--- src/rtl/mem_pkg.sv ---
// Shared encodings for the MEM-stage access unit: access-size modes, FSM states, lane widths.
package mem_pkg;

  localparam logic [2:0] TM_WORD   = 3'b000;
  localparam logic [2:0] TM_HALF_U = 3'b001;
  localparam logic [2:0] TM_HALF_S = 3'b010;
  localparam logic [2:0] TM_BYTE_U = 3'b011;
  localparam logic [2:0] TM_BYTE_S = 3'b100;

  localparam int BYTE_W = 8;
  localparam int LANES  = 4;
  localparam int BE_W   = LANES;
  localparam int OFF_W  = 2;

  typedef enum logic [1:0] {
    ST_IDLE = 2'd0,
    ST_BUSY = 2'd1,
    ST_DONE = 2'd2
  } state_t;

  typedef enum logic [1:0] {
    SZ_WORD = 2'd0,
    SZ_HALF = 2'd1,
    SZ_BYTE = 2'd2
  } size_t;

  // Undefined modes (101-111) fall back to word accesses.
  function automatic size_t mode_size(input logic [2:0] mode);
    size_t sz;
    case (mode)
      TM_HALF_U, TM_HALF_S: sz = SZ_HALF;
      TM_BYTE_U, TM_BYTE_S: sz = SZ_BYTE;
      default:              sz = SZ_WORD;
    endcase
    return sz;
  endfunction

endpackage

--- src/rtl/mem_access_unit_load_extend.sv ---
// Combinational load aligner: selects the addressed byte/half of a bus word and zero/sign-extends it.
// Also used by the MEM/WB forwarding path.
module load_extend
  import mem_pkg::*;
(
  input  logic [31:0]      i_rdata,
  input  logic [OFF_W-1:0] i_offset,
  input  logic [2:0]       i_mode,
  output logic [31:0]      o_data
);

  logic [15:0] w_half;
  logic [7:0]  w_byte;

  always_comb begin
    w_half = i_offset[1] ? i_rdata[31:16] : i_rdata[15:0];
    w_byte = 8'(i_rdata >> {i_offset, 3'b000});
    case (i_mode)
      TM_HALF_U: o_data = {16'h0000, w_half};
      TM_HALF_S: o_data = {{16{w_half[15]}}, w_half};
      TM_BYTE_U: o_data = {24'h000000, w_byte};
      TM_BYTE_S: o_data = {{24{w_byte[7]}}, w_byte};
      default:   o_data = i_rdata;
    endcase
  end

endmodule

--- src/rtl/mem_access_unit.sv ---
// MEM-stage data-memory controller: req/ack bus with byte lanes, pipeline stall, load extension, misalignment faults.
// Optional busy-timeout abort is compiled in with MEM_TIMEOUT_EN.
module mem_access_unit
  import mem_pkg::*;
#(
  parameter int TIMEOUT_CYCLES = 255,
  parameter int ADDR_W         = 32
) (
  input  logic              clock,
  input  logic              reset,
  input  logic [ADDR_W-1:0] addr_in,
  input  logic [31:0]       store_data_in,
  input  logic              MemRead_in,
  input  logic              MemWrite_in,
  input  logic [2:0]        trunk_mode_in,
  output logic              stall,
  output logic              mem_req,
  output logic              mem_we,
  output logic [ADDR_W-3:0] mem_addr,
  output logic [BE_W-1:0]   mem_be,
  output logic [31:0]       mem_wdata,
  input  logic              mem_ack,
  input  logic [31:0]       mem_rdata,
  output logic [31:0]       load_data_out,
  output logic              mem_done,
  output logic              misaligned,
  output logic              mem_timeout
);

  state_t            r_state, w_next;
  logic [ADDR_W-1:0] r_addr;
  logic [BE_W-1:0]   r_be;
  logic [31:0]       r_wdata;
  logic [31:0]       r_load;
  logic              r_we;
  logic [2:0]        r_mode;
  logic              r_misaligned;
  logic              r_timeout;

  logic              w_access;
  logic              w_misal;
  size_t             w_size;
  logic [BE_W-1:0]   w_be;
  logic [31:0]       w_wdata;
  logic [31:0]       w_ext;
  logic              w_capture;
  logic              w_fault;
  logic              w_timeout;

  assign w_access = MemRead_in | MemWrite_in;
  assign w_size   = mode_size(trunk_mode_in);
  assign w_misal  = ((w_size == SZ_HALF) && addr_in[0]) ||
                    ((w_size == SZ_WORD) && (addr_in[1:0] != 2'b00));

  // Store data is replicated across lanes so the byte enables alone select the target bytes.
  always_comb begin
    case (w_size)
      SZ_BYTE: begin
        w_be    = BE_W'(1) << addr_in[1:0];
        w_wdata = {4{store_data_in[7:0]}};
      end
      SZ_HALF: begin
        w_be    = addr_in[1] ? 4'b1100 : 4'b0011;
        w_wdata = {2{store_data_in[15:0]}};
      end
      default: begin
        w_be    = 4'b1111;
        w_wdata = store_data_in;
      end
    endcase
  end

  load_extend u_load_extend (
    .i_rdata  (mem_rdata),
    .i_offset (r_addr[1:0]),
    .i_mode   (r_mode),
    .o_data   (w_ext)
  );

`ifdef MEM_TIMEOUT_EN
  localparam int CNT_W = ($clog2(TIMEOUT_CYCLES + 1) > 8) ? $clog2(TIMEOUT_CYCLES + 1) : 8;
  logic [CNT_W-1:0] r_cnt;

  always_ff @(posedge clock) begin
    if (reset) begin
      r_cnt <= '0;
    end else if (w_capture) begin
      r_cnt <= '0;
    end else if ((r_state == ST_BUSY) && !mem_ack) begin
      r_cnt <= r_cnt + CNT_W'(1);
    end
  end

  // Fires in the BUSY cycle whose missing ack brings the count to TIMEOUT_CYCLES; a same-cycle ack wins.
  assign w_timeout = (r_state == ST_BUSY) && !mem_ack &&
                     (r_cnt == CNT_W'(TIMEOUT_CYCLES - 1));
`else
  assign w_timeout = 1'b0;
`endif

  // Stall stays high through the ack cycle so the access is still presented during DONE.
  always_comb begin
    w_next    = r_state;
    stall     = 1'b0;
    w_capture = 1'b0;
    w_fault   = 1'b0;
    case (r_state)
      ST_IDLE: begin
        if (w_access) begin
          stall = 1'b1;
          if (w_misal) begin
            w_fault = 1'b1;
            w_next  = ST_DONE;
          end else begin
            w_capture = 1'b1;
            w_next    = ST_BUSY;
          end
        end
      end
      ST_BUSY: begin
        stall = 1'b1;
        if (mem_ack || w_timeout) begin
          w_next = ST_DONE;
        end
      end
      ST_DONE: w_next = ST_IDLE;
      default: w_next = ST_IDLE;
    endcase
  end

  always_ff @(posedge clock) begin
    if (reset) begin
      r_state      <= ST_IDLE;
      r_addr       <= '0;
      r_be         <= '0;
      r_wdata      <= '0;
      r_load       <= '0;
      r_we         <= 1'b0;
      r_mode       <= TM_WORD;
      r_misaligned <= 1'b0;
      r_timeout    <= 1'b0;
    end else begin
      r_state      <= w_next;
      r_misaligned <= w_fault;
      r_timeout    <= w_timeout;
      if (w_capture) begin
        r_addr  <= addr_in;
        r_be    <= w_be;
        r_wdata <= w_wdata;
        r_we    <= MemWrite_in;
        r_mode  <= trunk_mode_in;
      end
      if ((r_state == ST_BUSY) && mem_ack && !r_we) begin
        r_load <= w_ext;
      end else if (w_timeout) begin
        r_load <= '0;
      end
    end
  end

  assign mem_req       = (r_state == ST_BUSY);
  assign mem_we        = r_we & mem_req;
  assign mem_addr      = r_addr[ADDR_W-1:2];
  assign mem_be        = r_be;
  assign mem_wdata     = r_wdata;
  assign load_data_out = r_load;
  assign mem_done      = (r_state == ST_DONE);
  assign misaligned    = r_misaligned;
  assign mem_timeout   = r_timeout;

endmodule

--- config.mk ---
export PLATFORM = sky130hd
export DESIGN_NAME = mem_access_unit
export DESIGN_NICKNAME = d
export VERILOG_FILES = /design/src/rtl/mem_pkg.sv /design/src/rtl/mem_access_unit_load_extend.sv /design/src/rtl/mem_access_unit.sv
export SDC_FILE = /design/constraint.sdc
export NUM_CORES = 1
export LEC_CHECK = 0
export CORE_MARGIN = 10
export CORE_UTILIZATION = 44
export CTS_CLUSTER_DIAMETER = 40
export DETAILED_ROUTE_END_ITERATION = 6
export GPL_TIMING_DRIVEN = 0
export PLACE_DENSITY = 0.81
export SYNTH_ARGS = -nofsm -noshare
export SYNTH_HDL_FRONTEND = slang
export SYNTH_SLANG_ARGS = --single-unit
--- constraint.sdc ---
create_clock -name clock -period 1.9 [get_ports clock]
set_input_delay 0.19 -clock clock [delete_from_list [all_inputs] [get_ports clock]]
set_output_delay 0.19 -clock clock [all_outputs]
set_load 0.005 [all_outputs]
==> results.md <==
* Clk_skew at roughly 0.0062 ns
* Proportion of layout cells with a drive suffix above 1 at 15.2%
* Worst-Margin Slew at between 0.7 and 0.8 ns
* Routed wire length at 19,100 um
* H-tree depth at 3
* RePlAce Congestion at 0.861
* Clock slew at reported path FFs at 0.07 ns
* RSZ-0062 raised after global routing: no
* Comb power frac at 31.7%
* Die Span X at 129 um
* Pre-antenna DRT Iters at 5
* Routed len/inst at 19.3 um
* Slew Limit Fails at 0
* Critical path, cell by cell: and2b_2 > and2_1 > clkdlybuf4s50_1
* Synth cell types at 54
* Avg Vias per Cell at 5.53
* Routed Antenna Nets at 0
* Met3 Wirelength at 2670 um
* M1 WL at 7250 um
* Static leakage at roughly 0.0029 uW
* EDFF count, synth at 0
* Relative slew slack at 52.3%
* DPL Wire Length at approximately 15,000 um
* Core area at 11,500 um2
* Initial antenna violation count at 1
* Max rail drop VDD at roughly 620 uV
* Seq cells post-synth at 107
* Crit-path slowest cell: clkdlybuf4s50_1
* Total Neg Setup Slack at 0 ns
* P&R area growth vs syn at 49.7%
* Commonest non-fill, non-tap cell in the layout: clkdlybuf4s50_1
* Largest net degree at the start of global routing at 18
* Final setup viols at 0
* FP Rows at 39
* IO Pins at 208
* Crit-path max cell delay at around 0.44 ns
* Die Ht at between 100 and 150 um
* Predominant post-synthesis flop cell: dfxtp_1
* CP Launch Point: r_state[1]$_SDFFE_PP0P_
* Fin crit share at 95.2%
* Min-delay worst type: in2reg
* Worst Path Arrival at about 1.6 ns
* Commonest cells after routing, fill and taps aside: clkdlybuf4s50_1, nand2_1, dfxtp_1
* First-pass GRT wire length at 29,400 um
* Status: finished, final reports clean
* Clk root buf: clkbuf_16
* Final #Nets at 950
* Crit. End Element: output port
* Synthesized area at 5230 um2
* Power density cells at 823 nW/um2
* Top layer in use: met4
* Die area at 16,600 um2
* R2R Path Start: r_mode[1]$_SDFFE_PP0P_
* Setup crit start kind: flop
* CTS tree: built
* DR WL met2 at 8720 um
* Net Switching at 1970 uW
* Seq pwr share at 40.5%
* Clock latency on the worst-skew pair at 0.34 ns
* Vias at roughly 5.5k
* Vias in the first global route at around 5.7k
* DRC Markers at 0
* Sequential area share after synthesis at 41.0%
* Max-Cap Viols at 0
* Clk buf depth at 2
* Final Hold Vio Count at 0
* Fin util at 68.0%
* Synthesized Nets at 732
* CTS buffer count at 9
* Clock power share at 27.8%
* Min-delay src: trunk_mode_in[2]
* Initial Util at 45.4%
* Synth Area per Inst at 8.36 um2
* Num Clock Sinks at 107
* Syn Inst Count at ~630
* Internal power at 4470 uW
* GRT Resource Usage Total at 22.2%
* Async S/R FF share, synth at 0%
* DRT iter0 DRCs at 516
* Sw Share at 30.6%
* Minimum clock period at 1.81 ns
* Buffers added on ports at 205
* CP Class: reg2out
* Fmax at 553 MHz
* Synth warnings at 0
* Remaining global-route overflow at 0
* Data required, critical path at 1.71 ns
* Max FO, Critical Path at 6
[worst paths after layout]
| kind | to | slack (ns) | cells after the start |
|---|---|---|---|
| worst max-delay path | mem_we | 0.09 | 3 |
| worst min-delay path | r_mode[2]$_SDFFE_PP0P_ | 0.21 | 3 |
| worst max register to register | load_data_out[5]$_SDFFE_PP0P_ | 0.13 | 5 |
| worst min register to register | r_addr[2]$_SDFFE_PP0P_ | 0.46 | 2 |
[cells in the mapped netlist, drive strengths merged, types with 8 or more instances]
| master | count | share of area [%] |
|---|---|---|
| mux2 | 14 | 3.0 |
| a2bb2oi | 8 | 1.3 |
| a21oi | 48 | 4.7 |
| nand3b | 19 | 2.8 |
| clkbuf | 21 | 1.5 |
| a211oi | 44 | 7.4 |
| nand2 | 112 | 8.0 |
| nor3b | 8 | 1.1 |
| nor2 | 62 | 4.6 |
| buf | 60 | 7.8 |
| nor3 | 15 | 2.1 |
| dfxtp | 107 | 41 |
| o311ai | 8 | 1.3 |
| a221oi | 15 | 2.5 |
| o21ai | 42 | 4.0 |
[per-layer routing]
layer  up-vias  GRT usage (%)
met5         -              0
met3        38           10.9
li1       2614              -
met1      2532           25.0
met4         0           7.89
met2       306           35.8
[cell families (layout without fill, tap and decap cells)]
family / after synthesis / in the layout / share of synthesized area (%)
buffers and inverters: 87 / 310 / 9.70
AO/OA/AOI/OAI: 177 / 177 / 23.5
XOR/XNOR: 3 / 3 / 0.647
adder cells (fa/ha/maj): 3 / 3 / 0.718
other: 1 / 2 / 0.0718
AND/OR/NAND/NOR: 231 / 231 / 20.9
flip-flops: 107 / 107 / 41.0
multiplexers: 16 / 16 / 3.47
[sequential cells by signal, summed over array words and instances (netlist names)]
| signal | cells |
|---|---|
| r_state | 2 |
| mem_wdata | 32 |
| mem_be | 4 |
| load_data_out | 32 |
| r_we | 1 |
| misaligned | 1 |
| r_addr | 32 |
| r_mode | 3 |
[power groups by stage]
stage          registers (uW)  clock network (uW)  logic [uW]
2_1_floorplan            2650                   0         989
3_5_place_dp             2660                   0        1980
6_report                 2610                1790        2040
5_1_grt                  2640                1910        2230
4_1_cts                  2610                1810        2040
3_3_place_gp             2650                   0        1940
[worst max-delay path, delay by kind of cell (launching register included)]
| family | cells | cell delay (ns) |
|---|---|---|
| buffers and inverters | 1 | 0.44 |
| DFF | 1 | 0.40 |
| and+or+nand+nor | 2 | 0.44 |
[metrics by stage]
| step | total power (uW) | std cells | setup slack, ns | instance area (um2) | hold slack [ns] |
|---|---|---|---|---|---|
| 5_1_grt | 6780 | 992 | 0.00524 | 7830 | 0.227 |
| 4_1_cts | 6460 | 991 | 0.0349 | 7820 | 0.285 |
| 3_5_place_dp | 4640 | 973 | -0.876 | 7460 | 0.449 |
| 2_1_floorplan | 3630 | 625 | 0.160 | 5230 | 0.326 |
| 6_report | 6440 | 992 | 0.0910 | 7830 | 0.207 |
| 3_3_place_gp | 4590 | 973 | -0.840 | 7460 | 0.442 |
[timing repair]
action                                  CTS  global route
endpoints found under the setup margin   72            72
pin swaps                                 2             0
setup buffers                             2             0
hold buffers                              0             0
endpoints found under the hold margin     0             0
resized for setup                        28             5
[layout make-up]
cell class              instances  area, um2
well taps                     143        179
fillers                       953       3690
flip-flops and latches        107       2140
inverters                       6       22.5
repair buffers                207       2070
clock buffers                  11        243
clock inverters                 5       35.0
multi-input cells             431       2610
diodes                          1       2.50
plain buffers                  81        524
Note: power is estimated with default switching activity, not from simulation.
==> edit 1: new RTL, same settings <==
The parameter `ADDR_W` goes from 32 to 24.
--- a/src/rtl/mem_access_unit.sv
+++ b/src/rtl/mem_access_unit.sv
@@ -4,7 +4,7 @@
   import mem_pkg::*;
 #(
   parameter int TIMEOUT_CYCLES = 255,
-  parameter int ADDR_W         = 32
+  parameter int ADDR_W         = 24
 ) (
   input  logic              clock,
   input  logic              reset,
Ports: changed (resized addr_in and mem_addr); port bits go from 208 to 192. The function was not compared with the original's and may differ.
==> edit 1 against the unedited design <==
  * Sequential power decreased by 7%
  * Routed wire length decreased by 8.2%
  * Cell area decreased by 7.4%
  * Combinational power decreased by 6%
  * Power decreased by 13%
  * Clock power decreased by 27%
  * Worst setup slack got worse by 0.018 ns
  * First-iteration DRC count decreased by 25%
  * Area after synthesis decreased by 6.4%
  * Sequential cell count decreased by 8
==> edit 1: results (changes against the unedited design) <==
layout:
  nets: 885  # -6.8%
  fillers: 894  # -6.2%
  stdcell_count: 932  # -6.0%
worst_setup_path:
  regToRegSetupSlack_ns: 0.09  # -0.04 ns
  critPathTopFamily: "buffers and inverters"
  arrival_ns: 1.64  # +0.02 ns
global_route:
  antenna_found_initial: 2  # +1
  grt_pass1_vias: 5257  # -7.1%
  grt_max_degree: 15  # -3
  grt_usage: 0.2136  # -0.008156
routing:
  wirelength_mm: 17.57  # -8.2%
  drtIter0Drc: 386  # -25%
  num_vias: 5152  # -6.2%
sta:
  worst_pin_slew_ns: 0.7146  # +0.006973 ns
  fin_skew_ns: 0.01572  # +0.009472 ns
logic_synthesis:
  synth_compound_area_frac: 0.2428  # +0.007978
  synthAdderAreaFrac: 0.007677  # +0.0004944
  syn_avg_cell_area_sq_um: 8.402  # +0.47%
  yosysSeqAreaShare: 0.4053  # -0.004541
  yosysWarnings: 0  # unchanged
status:
  outcome: "complete, no violations"
placed_design:
  placed_cell_area_sq_mm: 0.006957  # -6.7%
  dp_hpwl_mm: 13.66  # -9.1%
  placed_cells: 911  # -6.4%
  gp_congestion: 0.8966  # +4.1%
  io_buffers: 189  # -7.8%
power:
  power.leakage_nw: 2.630  # -8.2%
  peakVddDrop_uv: 530.1  # -14%
cts:
  clk_pin_slew_ns: 0.09  # +0.02 ns
  clockRootBuffer: "clkbuf_8"
==> edit 1: cell count changes after synthesis <==
cell      unedited run  this run
buf_1                1         3
a21oi_1             46        38
dfxtp_1            107        99
clkbuf_1            21        19
nand3b_2             1         2
nand2_1            112        96
buf_4               40        29
nand3b_1            18        17
nor2_2               0         1
nor2_1              61        60
==> edit 1: through the flow <==
stage | hold WS [ns] | setup TNS, ns | setup slack (ns)
after floorplan | 0.3260 | 0 | 0.1906
after global placement | 0.4431 | -36.81 | -0.6614
after detailed placement | 0.4476 | -40.59 | -0.7124
after CTS | 0.2418 | 0 | 0.01319
after global routing | 0.1806 | -0.006748 | -0.002957
final | 0.1529 | 0 | 0.07347
==> edit 1: layout make-up <==
class / count / area [sq um] / share of cell area
well taps: 140 / 175.2 / 0.02416
clock inverters: 2 / 10.01 / 0.001381
flip-flops and latches: 99 / 1984 / 0.2737
repair buffers: 193 / 1922 / 0.2651
inverters: 6 / 22.52 / 0.003106
diodes: 2 / 5.005 / 0.0006903
plain buffers: 70 / 431.7 / 0.05953
clock buffers: 13 / 168.9 / 0.02330
multi-input cells: 407 / 2531 / 0.3491
==> edit 1: final timing paths <==
| path | start | to | cells after the start |
|---|---|---|---|
| worst max-delay path | r_state[1] | mem_we | 3 |
| worst min register to register | r_addr[5] | r_addr[5] | 2 |
| worst max register to register | r_addr[1] | load_data_out[10] | 5 |
| worst min-delay path | trunk_mode_in[2] | r_mode[2] | 3 |
==> edit 1: logic make-up (layout without fill, tap and decap cells) <==
family	after synthesis	in the layout
simple gates	215	215
compound gates	169	169
buf+inv	76	284
xor+xnor	3	3
other cells	1	3
mux	16	16
fa+ha+maj	3	3
flops	99	99
==> edit 1: tightest hold or removal path: stages <==
cell	delay, ns
dlymetal6s2s_1	0.16
nand2_1	0.07
a21oi_1	0.05
==> edit 1: report_power, final <==
group	switching (W)	leakage, nW	internal (W)
Combinational	0.000924	1.72	0.000985
Clock	0.000733	0.0953	0.000574
Sequential	0.000124	0.811	0.00229
Total	0.00178	2.63	0.00385
==> edit 1: what timing repair did <==
action / in CTS / in global routing
pin swaps: 4 / 1
resized for setup: 22 / 8
buffers inserted: 3 / 1
endpoints found under the hold margin: 0 / 0
setup endpoints to repair: 64 / 67
hold buffers: 0 / 0
==> edit 1: routing by layer <==
metal | vias to the layer above | GRT usage | share of wire
li1 | 2457 | - | -
met1 | 2389 | 0.2361 | 0.39
met2 | 267 | 0.3511 | 0.47
met3 | 39 | 0.09675 | 0.12
met4 | 0 | 0.08537 | 0.025
met5 | - | 0 | 0
==> edit 2: new RTL, same flow settings <==
Without the edit above. Register the input `trunk_mode_in` before use. The logic sees it one clock later. The other inputs are not delayed to match.
--- a/src/rtl/mem_access_unit.sv
+++ b/src/rtl/mem_access_unit.sv
@@ -27,6 +27,12 @@
   output logic              mem_timeout
 );
 
+  logic [2:0] trunk_mode_q;
+
+  always_ff @(posedge clock) begin
+    trunk_mode_q <= trunk_mode_in;
+  end
+
   state_t            r_state, w_next;
   logic [ADDR_W-1:0] r_addr;
   logic [BE_W-1:0]   r_be;
@@ -48,7 +54,7 @@
   logic              w_timeout;
 
   assign w_access = MemRead_in | MemWrite_in;
-  assign w_size   = mode_size(trunk_mode_in);
+  assign w_size   = mode_size(trunk_mode_q);
   assign w_misal  = ((w_size == SZ_HALF) && addr_in[0]) ||
                     ((w_size == SZ_WORD) && (addr_in[1:0] != 2'b00));
 
@@ -148,7 +154,7 @@
         r_be    <= w_be;
         r_wdata <= w_wdata;
         r_we    <= MemWrite_in;
-        r_mode  <= trunk_mode_in;
+        r_mode  <= trunk_mode_q;
       end
       if ((r_state == ST_BUSY) && mem_ack && !r_we) begin
         r_load <= w_ext;
Check against the original RTL: not equivalent (a bounded check fails within 4 cycles, from zero or initial values and one cycle with reset high).
==> edit 2 against the unedited design <==
  * The flow now finishes with violations (negative setup slack)
  * Synthesized cell count down 3.5%
  * Cell area rose by 0.99%
  * Area after synthesis down 5.1%
  * Largest power group unchanged
  * Critical path type is now reg -> reg
  * Routed wire length decreased by 3.6%
  * Power rose by 4.7%
  * Worst setup slack worse by 0.15 ns
  * Critical endpoint is now mem_wdata[20]
  * Clock power up 8%
  * Sequential cell count up 3
==> edit 2: results (changes against the unedited design) <==
routing:
  vias_per_cell: 5.512  # -0.39%
  met1_length_mm: 7.330  # +1.1%
  wl_met2_mm: 8.953  # +2.7%
  drtIter0Drc: 396  # -23%
  route.met3.wl_mm: 1.844  # -31%
  wirelength_mm: 18.45  # -3.6%
layout:
  fillers: 853  # -10%
  nets: 931  # -2.0%
  drive_gt1_frac: 0.1780  # +0.02584
placed_design:
  gp_congestion: 0.9331  # +8.4%
  place_ws_ns: -0.4838  # +0.3920 ns
  placed_cell_area_sq_mm: 0.007203  # -3.4%
  io_buffers: 206  # +0.49%
status:
  outcome: "finished, violations left"
  violations: "negative setup slack"
global_route:
  antenna_found_initial: 0  # -1
  grt_usage: 0.2103  # -0.01145
  grt_use_met3: 0.08138  # -0.02745
  grt_pass1_wl_mm: 27.68  # -6.0%
  grt_pass1_vias: 5228  # -7.6%
  grt_max_degree: 16  # -2
  met2_usage: 0.3557  # -0.002285
sta:
  maxSlewHeadroom: 0.5779  # +0.05465
  setup_viol: 52  # +52
  fin_tns_setup_ns: -1.202  # -1.202 ns
  finalWorstSetupSlack_ns: -0.06035  # -0.1514 ns
worst_setup_path:
  arrival_ns: 2.17  # +0.55 ns
  r2r_end: "mem_wdata[20]"
  critPathTopFamily: "compound AO/OA/AOI/OAI gates"
  critical-path-max-stage-delay_ns: 0.37  # -0.07 ns
  rr_worst_depth: 8  # +3
logic_synthesis:
  yosysSeqAreaShare: 0.4441  # +0.03424
  ys_top_cells_by_count: "112 x nand2_1, 110 x dfxtp_1, 59 x a21oi_1, 48 x o21ai_0, 45 x nor2_1"
  synth_cell_types: 52  # -3.7%
  synth_area_leaders: "dfxtp_1 44%, nand2_1 8.5%, a21oi_1 6.0%"
power:
  peakVddDrop_uv: 485.7  # -21%
  p_clk_frac: 0.286  # +0.008
  p_switching_w: 0.001937  # -1.8%
  power.leakage_nw: 2.958  # +3.2%
min_path:
  min_to: "trunk_mode_q[0]"
  worstHoldStart: "trunk_mode_in[0]"
[edit 2: layout make-up]
class | count | area [sq um] | share of cell area
tap | 140 | 175.2 | 0.02216
timing repair buffer | 211 | 2111 | 0.2671
buffer | 77 | 590.6 | 0.07472
sequential | 110 | 2211 | 0.2797
clock buffer | 11 | 232.7 | 0.02944
multi-input combinational | 408 | 2497 | 0.3160
clock inverter | 2 | 60.06 | 0.007599
inverter | 7 | 26.28 | 0.003324
[edit 2: how the worst max path moves through the flow]
stage,from,end,slack (ns)
final,trunk_mode_q[0],mem_wdata[20],-0.06
after global routing,trunk_mode_q[0],mem_wdata[20],-0.18
after CTS,trunk_mode_q[1],r_mode[2],0.0008
after detailed placement,reset,load_data_out[6],-0.48
after global placement,reset,load_data_out[7],-0.44
after floorplan,trunk_mode_q[1],mem_wdata[13],0.02
[edit 2: stage by stage]
stage | std cells | hold slack, ns | total power (W) | utilization
6_report | 966 | 0.2799 | 0.006746 | 0.7228
5_1_grt | 966 | 0.2752 | 0.007036 | 0.7228
4_1_cts | 964 | 0.2723 | 0.006585 | 0.6986
3_5_place_dp | 949 | 0.4488 | 0.004587 | 0.6587
3_3_place_gp | 949 | 0.4419 | 0.004527 | 0.6587
2_1_floorplan | 603 | 0.2177 | 0.003608 | -
[edit 2: cell families after synthesis]
family | Yosys count | share of synthesized area
compound gates | 167 | 0.2097
xor+xnor | 3 | 0.005300
mux | 16 | 0.03835
flops | 110 | 0.4441
buf+inv | 85 | 0.09664
fa+ha+maj | 3 | 0.007571
other cells | 1 | 0.0007563
simple gates | 218 | 0.1976
[edit 2: what timing repair did]
action	CTS	global route
endpoints found under the hold margin	0	0
buffers inserted	1	3
setup endpoints to repair	80	98
pin swaps	2	21
gates cloned	1	0
gates resized for setup	45	90
